**src/rtl/mem_arbiter2.sv**
```systemverilog
// Two-port round-robin arbiter and sequencer for a shared 4096x32 memory.
// Define MEM_ARB_FIXED_PRIO_EN for fixed priority (port 0 always wins).
module mem_arbiter2 #(
  parameter int ADDR_W  = 12,
  parameter int DATA_W  = 32,
  parameter int QUANTUM = 1
) (
  input  logic              clock,
  input  logic              preset_L,
  input  logic              req0_valid,
  input  logic              req0_we,
  input  logic [ADDR_W-1:0] req0_addr,
  input  logic [DATA_W-1:0] req0_wdata,
  output logic              req0_ready,
  output logic              rsp0_valid,
  output logic [DATA_W-1:0] rsp0_rdata,
  input  logic              req1_valid,
  input  logic              req1_we,
  input  logic [ADDR_W-1:0] req1_addr,
  input  logic [DATA_W-1:0] req1_wdata,
  output logic              req1_ready,
  output logic              rsp1_valid,
  output logic [DATA_W-1:0] rsp1_rdata,
  output logic              mem_enable,
  output logic              mem_we,
  output logic [ADDR_W-1:0] mem_address,
  output logic [DATA_W-1:0] mem_data_in,
  input  logic [DATA_W-1:0] mem_data_out,
  output logic              busy
);

  logic gnt0, gnt1, any_gnt;
  logic win;

`ifdef MEM_ARB_FIXED_PRIO_EN
  assign win = 1'b0;
`else
  localparam logic [3:0] QMAX = 4'(QUANTUM);

  logic       owner;
  logic [3:0] run;
  logic       keep;

  // run==0 only after reset: the non-owner (port 0) takes first contention
  assign keep = (run != 4'd0) && (run < QMAX);
  assign win  = keep ? owner : ~owner;

  always_ff @(posedge clock or negedge preset_L) begin
    if (!preset_L) begin
      owner <= 1'b1;
      run   <= 4'd0;
    end else if (any_gnt) begin
      if (gnt1 == owner) begin
        run <= (run >= QMAX) ? QMAX : run + 4'd1;
      end else begin
        owner <= gnt1;
        run   <= 4'd1;
      end
    end
  end
`endif

  always_comb begin
    gnt0 = 1'b0;
    gnt1 = 1'b0;
    unique case (1'b1)
      req0_valid && req1_valid: begin
        gnt0 = ~win;
        gnt1 = win;
      end
      req0_valid && !req1_valid: gnt0 = 1'b1;
      !req0_valid && req1_valid: gnt1 = 1'b1;
      default: ;
    endcase
  end

  assign req0_ready = gnt0 & preset_L;
  assign req1_ready = gnt1 & preset_L;
  assign any_gnt    = req0_ready | req1_ready;

  logic              stg_valid;
  logic              stg_port;
  logic              stg_we;
  logic [ADDR_W-1:0] stg_addr;
  logic [DATA_W-1:0] stg_wdata;

  always_ff @(posedge clock or negedge preset_L) begin
    if (!preset_L) begin
      stg_valid <= 1'b0;
      stg_port  <= 1'b0;
      stg_we    <= 1'b0;
      stg_addr  <= '0;
      stg_wdata <= '0;
    end else begin
      stg_valid <= any_gnt;
      if (any_gnt) begin
        stg_port  <= req1_ready;
        stg_we    <= req1_ready ? req1_we : req0_we;
        stg_addr  <= req1_ready ? req1_addr : req0_addr;
        stg_wdata <= req1_ready ? req1_wdata : req0_wdata;
      end
    end
  end

  assign busy        = stg_valid;
  assign mem_enable  = stg_valid;
  assign mem_we      = stg_valid & stg_we;
  assign mem_address = stg_valid ? stg_addr : '0;
  assign mem_data_in = stg_valid ? stg_wdata : '0;

  logic rd0, rd1;
  assign rd0 = stg_valid & ~stg_we & ~stg_port;
  assign rd1 = stg_valid & ~stg_we & stg_port;

  always_ff @(posedge clock or negedge preset_L) begin
    if (!preset_L) begin
      rsp0_valid <= 1'b0;
      rsp1_valid <= 1'b0;
      rsp0_rdata <= '0;
      rsp1_rdata <= '0;
    end else begin
      rsp0_valid <= rd0;
      rsp1_valid <= rd1;
      if (rd0) rsp0_rdata <= mem_data_out;
      if (rd1) rsp1_rdata <= mem_data_out;
    end
  end

endmodule

```
**config.mk**
```make
export PLATFORM = sky130hd
export DESIGN_NAME = mem_arbiter2
export DESIGN_NICKNAME = d
export VERILOG_FILES = /design/src/rtl/mem_arbiter2.sv
export SDC_FILE = /design/constraint.sdc
export NUM_CORES = 1
export LEC_CHECK = 0
export BUFFER_PORTS_ARGS = -buffer_cell sky130_fd_sc_hd__buf_4
export CORE_UTILIZATION = 47
export DETAILED_ROUTE_END_ITERATION = 8
export PLACE_DENSITY = 0.82
export SETUP_SLACK_MARGIN = 0.5
export SLEW_MARGIN = 15
export SYNTH_ARGS = -nofsm -noshare
export SYNTH_HDL_FRONTEND = slang
export SYNTH_SLANG_ARGS = --single-unit
```
**constraint.sdc**
```tcl
create_clock -name clock -period 1.5 [get_ports clock]
set_input_delay 0.15 -clock clock [delete_from_list [all_inputs] [get_ports clock]]
set_output_delay 0.15 -clock clock [all_outputs]
set_load 0.01 [all_outputs]
```
==> run_results.csv <==
group,metric,value,unit
run_status,outcome,"complete, but fails checks",
run_status,failed_checks,"negative setup slack",
cts,cts-buffers-inserted,17,
setup_path,crit_path_end_kind,"flip-flop",
floorplanning,rows,38,
synth,avgSynthCellArea,11.4,sq um
detailed_routing,vias_per_cell,6.21,
global_route,grt_overflow,0,
setup_path,cp.required,1810,ps
detailed_routing,first_pass_iters,6,
power,totalPowerFinal,15900,uW
floorplanning,dieArea,11800,sq um
sta,rsz0062_at_grt,"yes",
detailed_routing,num_vias,5984,
setup_path,startpoint_type,"flip-flop",
job,drv_cap,0,
floorplanning,ios,241,
sta,hold_violations,0,
cts,clock-sinks,114,
global_route,grt_pass1_wl,31.6,mm
floorplanning,core,11000,sq um
cts,h-tree-depth,4,
synth,yosysSeqAreaShare,53.3,%
synth,yosysWarnings,0,
detailed_routing,drc_errors,0,
sta,max_clock_freq,607,MHz
sta,post-route-period-util,110,%
global_route,grt_usage,36.1,%
floorplanning,fp.dieH,109,um
floorplanning,fp.dieW,109,um
cts,path_clk_slew,60,ps
setup_path,max_stage_delay,600,ps
sta,worst_slew_pin_slew,849,ps
setup_path,critPathArrivalTime,1960,ps
sta,hold_slack,16.0,ps
placed_design,detailed_place_hpwl,10.7,mm
cts,clock_tree.buffer_depth,2,
synth,synth_cell_types,28,
global_route,met3_usage,12.0,%
final_layout,area_growth,81.1,%
power,p_per_area,1640,nW/um^2
final_layout,n_antenna_cell,0,
sta,setup_tns,-4510,ps
sta,finalSetupViolCount,110,
global_route,antenna_found_initial,2,
global_route,use_met2,59.3,%
setup_path,critical_path_class,"reg2reg",
setup_path,crit_chain,"inv_2, o2111ai_1, a31oi_1",
setup_path,slowest_stage,"inv_2",
sta,setup_slack,-148,ps
synth,syn-cell-area,5350,sq um
final_layout,fin_nets,937,
setup_path,cp_top_family,"buffers and inverters",
sta,slew_violations,0,
synth,ys_seq_elements,114,
sta,min_period,1650,ps
sta,fin_skew,16.4,ps
detailed_routing,wl_per_cell,27.2,um
power,peakVddDrop,1450,uV
global_route,busiest_layer,"met2",
placed_design,place_ws,60.3,ps
cts,clk_latency,420,ps
cts,cts_tree,"done",
final_layout,fin_util,88.3,%
final_layout,drive_above_1_share,57.2,%
global_route,use_met1,43.2,%
synth,syn_nets,595,
floorplanning,initial_utilization,48.7,%
synth,synthCells,469,
min_path,min-delay-path-class,"in2reg",
global_route,grt_pass1_vias,5572,
detailed_routing,drt.antenna.violating_nets,0,
power,p_leak,0.00462,uW
detailed_routing,finalWirelength,26.2,mm
setup_path,crit_buf_inv,1,
detailed_routing,drt_iter0_markers,705,
sta,slew_headroom,43.3,%
placed_design,io_buffers,240,
setup_path,cp_max_fo,45,
global_route,grt_start_max_net_pins,69,
cts,cts_root_buffer,"clkbuf_16",
placed_design,gp_congestion,0.802,
-- worst min-delay path: cells and delay by family --
| kind | cells | cell delay, ps |
|---|---|---|
| compound gates | 2 | 130 |
| buf+inv | 1 | 110 |
-- cells in the mapped netlist --
master | instances | area, sq um
clkinv_1 | 1 | 3.75
mux2_1 | 5 | 56.3
o2111ai_1 | 44 | 385
inv_2 | 1 | 3.75
nor2_1 | 44 | 165
nor3b_4 | 1 | 18.8
buf_4 | 3 | 22.5
a21boi_0 | 1 | 7.51
a21o_1 | 1 | 7.51
dfrtp_1 | 113 | 2830
nand3b_4 | 1 | 20.0
a31oi_1 | 45 | 282
mux2_2 | 59 | 664
inv_1 | 3 | 11.3
nand2_1 | 2 | 7.51
clkbuf_2 | 1 | 5.00
and2_1 | 46 | 288
o21ai_1 | 5 | 25.0
clkbuf_1 | 16 | 60.1
or2_2 | 2 | 12.5
nor3_1 | 1 | 5.00
o21a_1 | 1 | 7.51
o21ai_0 | 40 | 200
buf_2 | 18 | 90.1
dfstp_2 | 1 | 26.3
buf_6 | 12 | 135
or3b_1 | 1 | 8.76
nor2b_1 | 1 | 6.26
-- cells by family (layout without fill, tap and decap cells) --
| logic type | count (synthesis) | in the layout | synth area share (%) |
|---|---|---|---|
| mux | 64 | 64 | 13.5 |
| simple gates | 99 | 99 | 9.93 |
| buf+inv | 55 | 410 | 6.19 |
| compound gates | 137 | 137 | 17.1 |
| flops | 114 | 114 | 53.3 |
-- cell usage in the layout, fill, tap and decap left out, types with 3 or more instances in the layout --
cell type        n
buf_16           5
nor2_1          44
buf_12          14
a31oi_1         45
o2111ai_1       44
mux2_2           3
and2_4          25
mux2_4          61
dfrtp_1        111
buf_6           89
buf_4          224
and2_1          21
o21ai_1         44
clkinvlp_4       3
clkbuf_16       20
clkinv_2         3
clkinv_4         3
dlygate4sd3_1   34
-- metal layers --
layer	routed length, um	vias to the layer above
li1	-	2406
met5	26	-
met2	12300	579
met4	1470	4
met3	2890	157
met1	9520	2838
-- flip-flops by register name, indices dropped and copies added (netlist names) --
| register | flops |
|---|---|
| rsp0_rdata | 32 |
| rsp1_rdata | 32 |
| stg_wdata | 32 |
| stg_addr | 12 |
| busy | 1 |
| owner | 1 |
| rsp0_valid | 1 |
| rsp1_valid | 1 |
| stg_port | 1 |
| stg_we | 1 |
-- per-stage QoR --
stage | std cells | area (sq um)
finish | 964 | 9690
detailed placement | 819 | 7290
global route | 964 | 9690
CTS | 925 | 9160
floorplan | 469 | 5430
global placement | 819 | 7290
-- final timing paths --
path,startpoint,to,slack [ps],cells after the start
min,req0_wdata[6],stg_wdata[6],20,3
max reg2reg,owner,stg_addr[4],-150,3
max,owner,stg_addr[4],-150,3
max in group asynchronous,preset_L,stg_port,340,3
min in group asynchronous,preset_L,rsp0_rdata[29],170,3
min reg2reg,stg_wdata[2],stg_wdata[2],540,2
-- final cells by class --
cell class	instances	area, sq um
fill	464	1290
clock buffer	20	457
timing repair buffer	373	3570
clock inverter	12	133
inverter	5	23.8
multi-input combinational	300	2480
tap	140	175
sequential	114	2860
-- what timing repair did --
item                                    CTS  global route
gates cloned                              5             5
hold buffers                             34             2
hold endpoints to repair                132            39
buffers inserted                         35            32
resized for setup                       150            48
endpoints found under the setup margin  228           258
pin swaps                                 6             7
-- report_power, final --
group	leakage (uW)	internal, uW	total, uW	switching, uW
clock	0.000282	2540	4170	1630
sequential	0.00131	4050	5050	996
combinational	0.00302	4050	6650	2600
No activity file was read; power rests on OpenSTA's default activity.
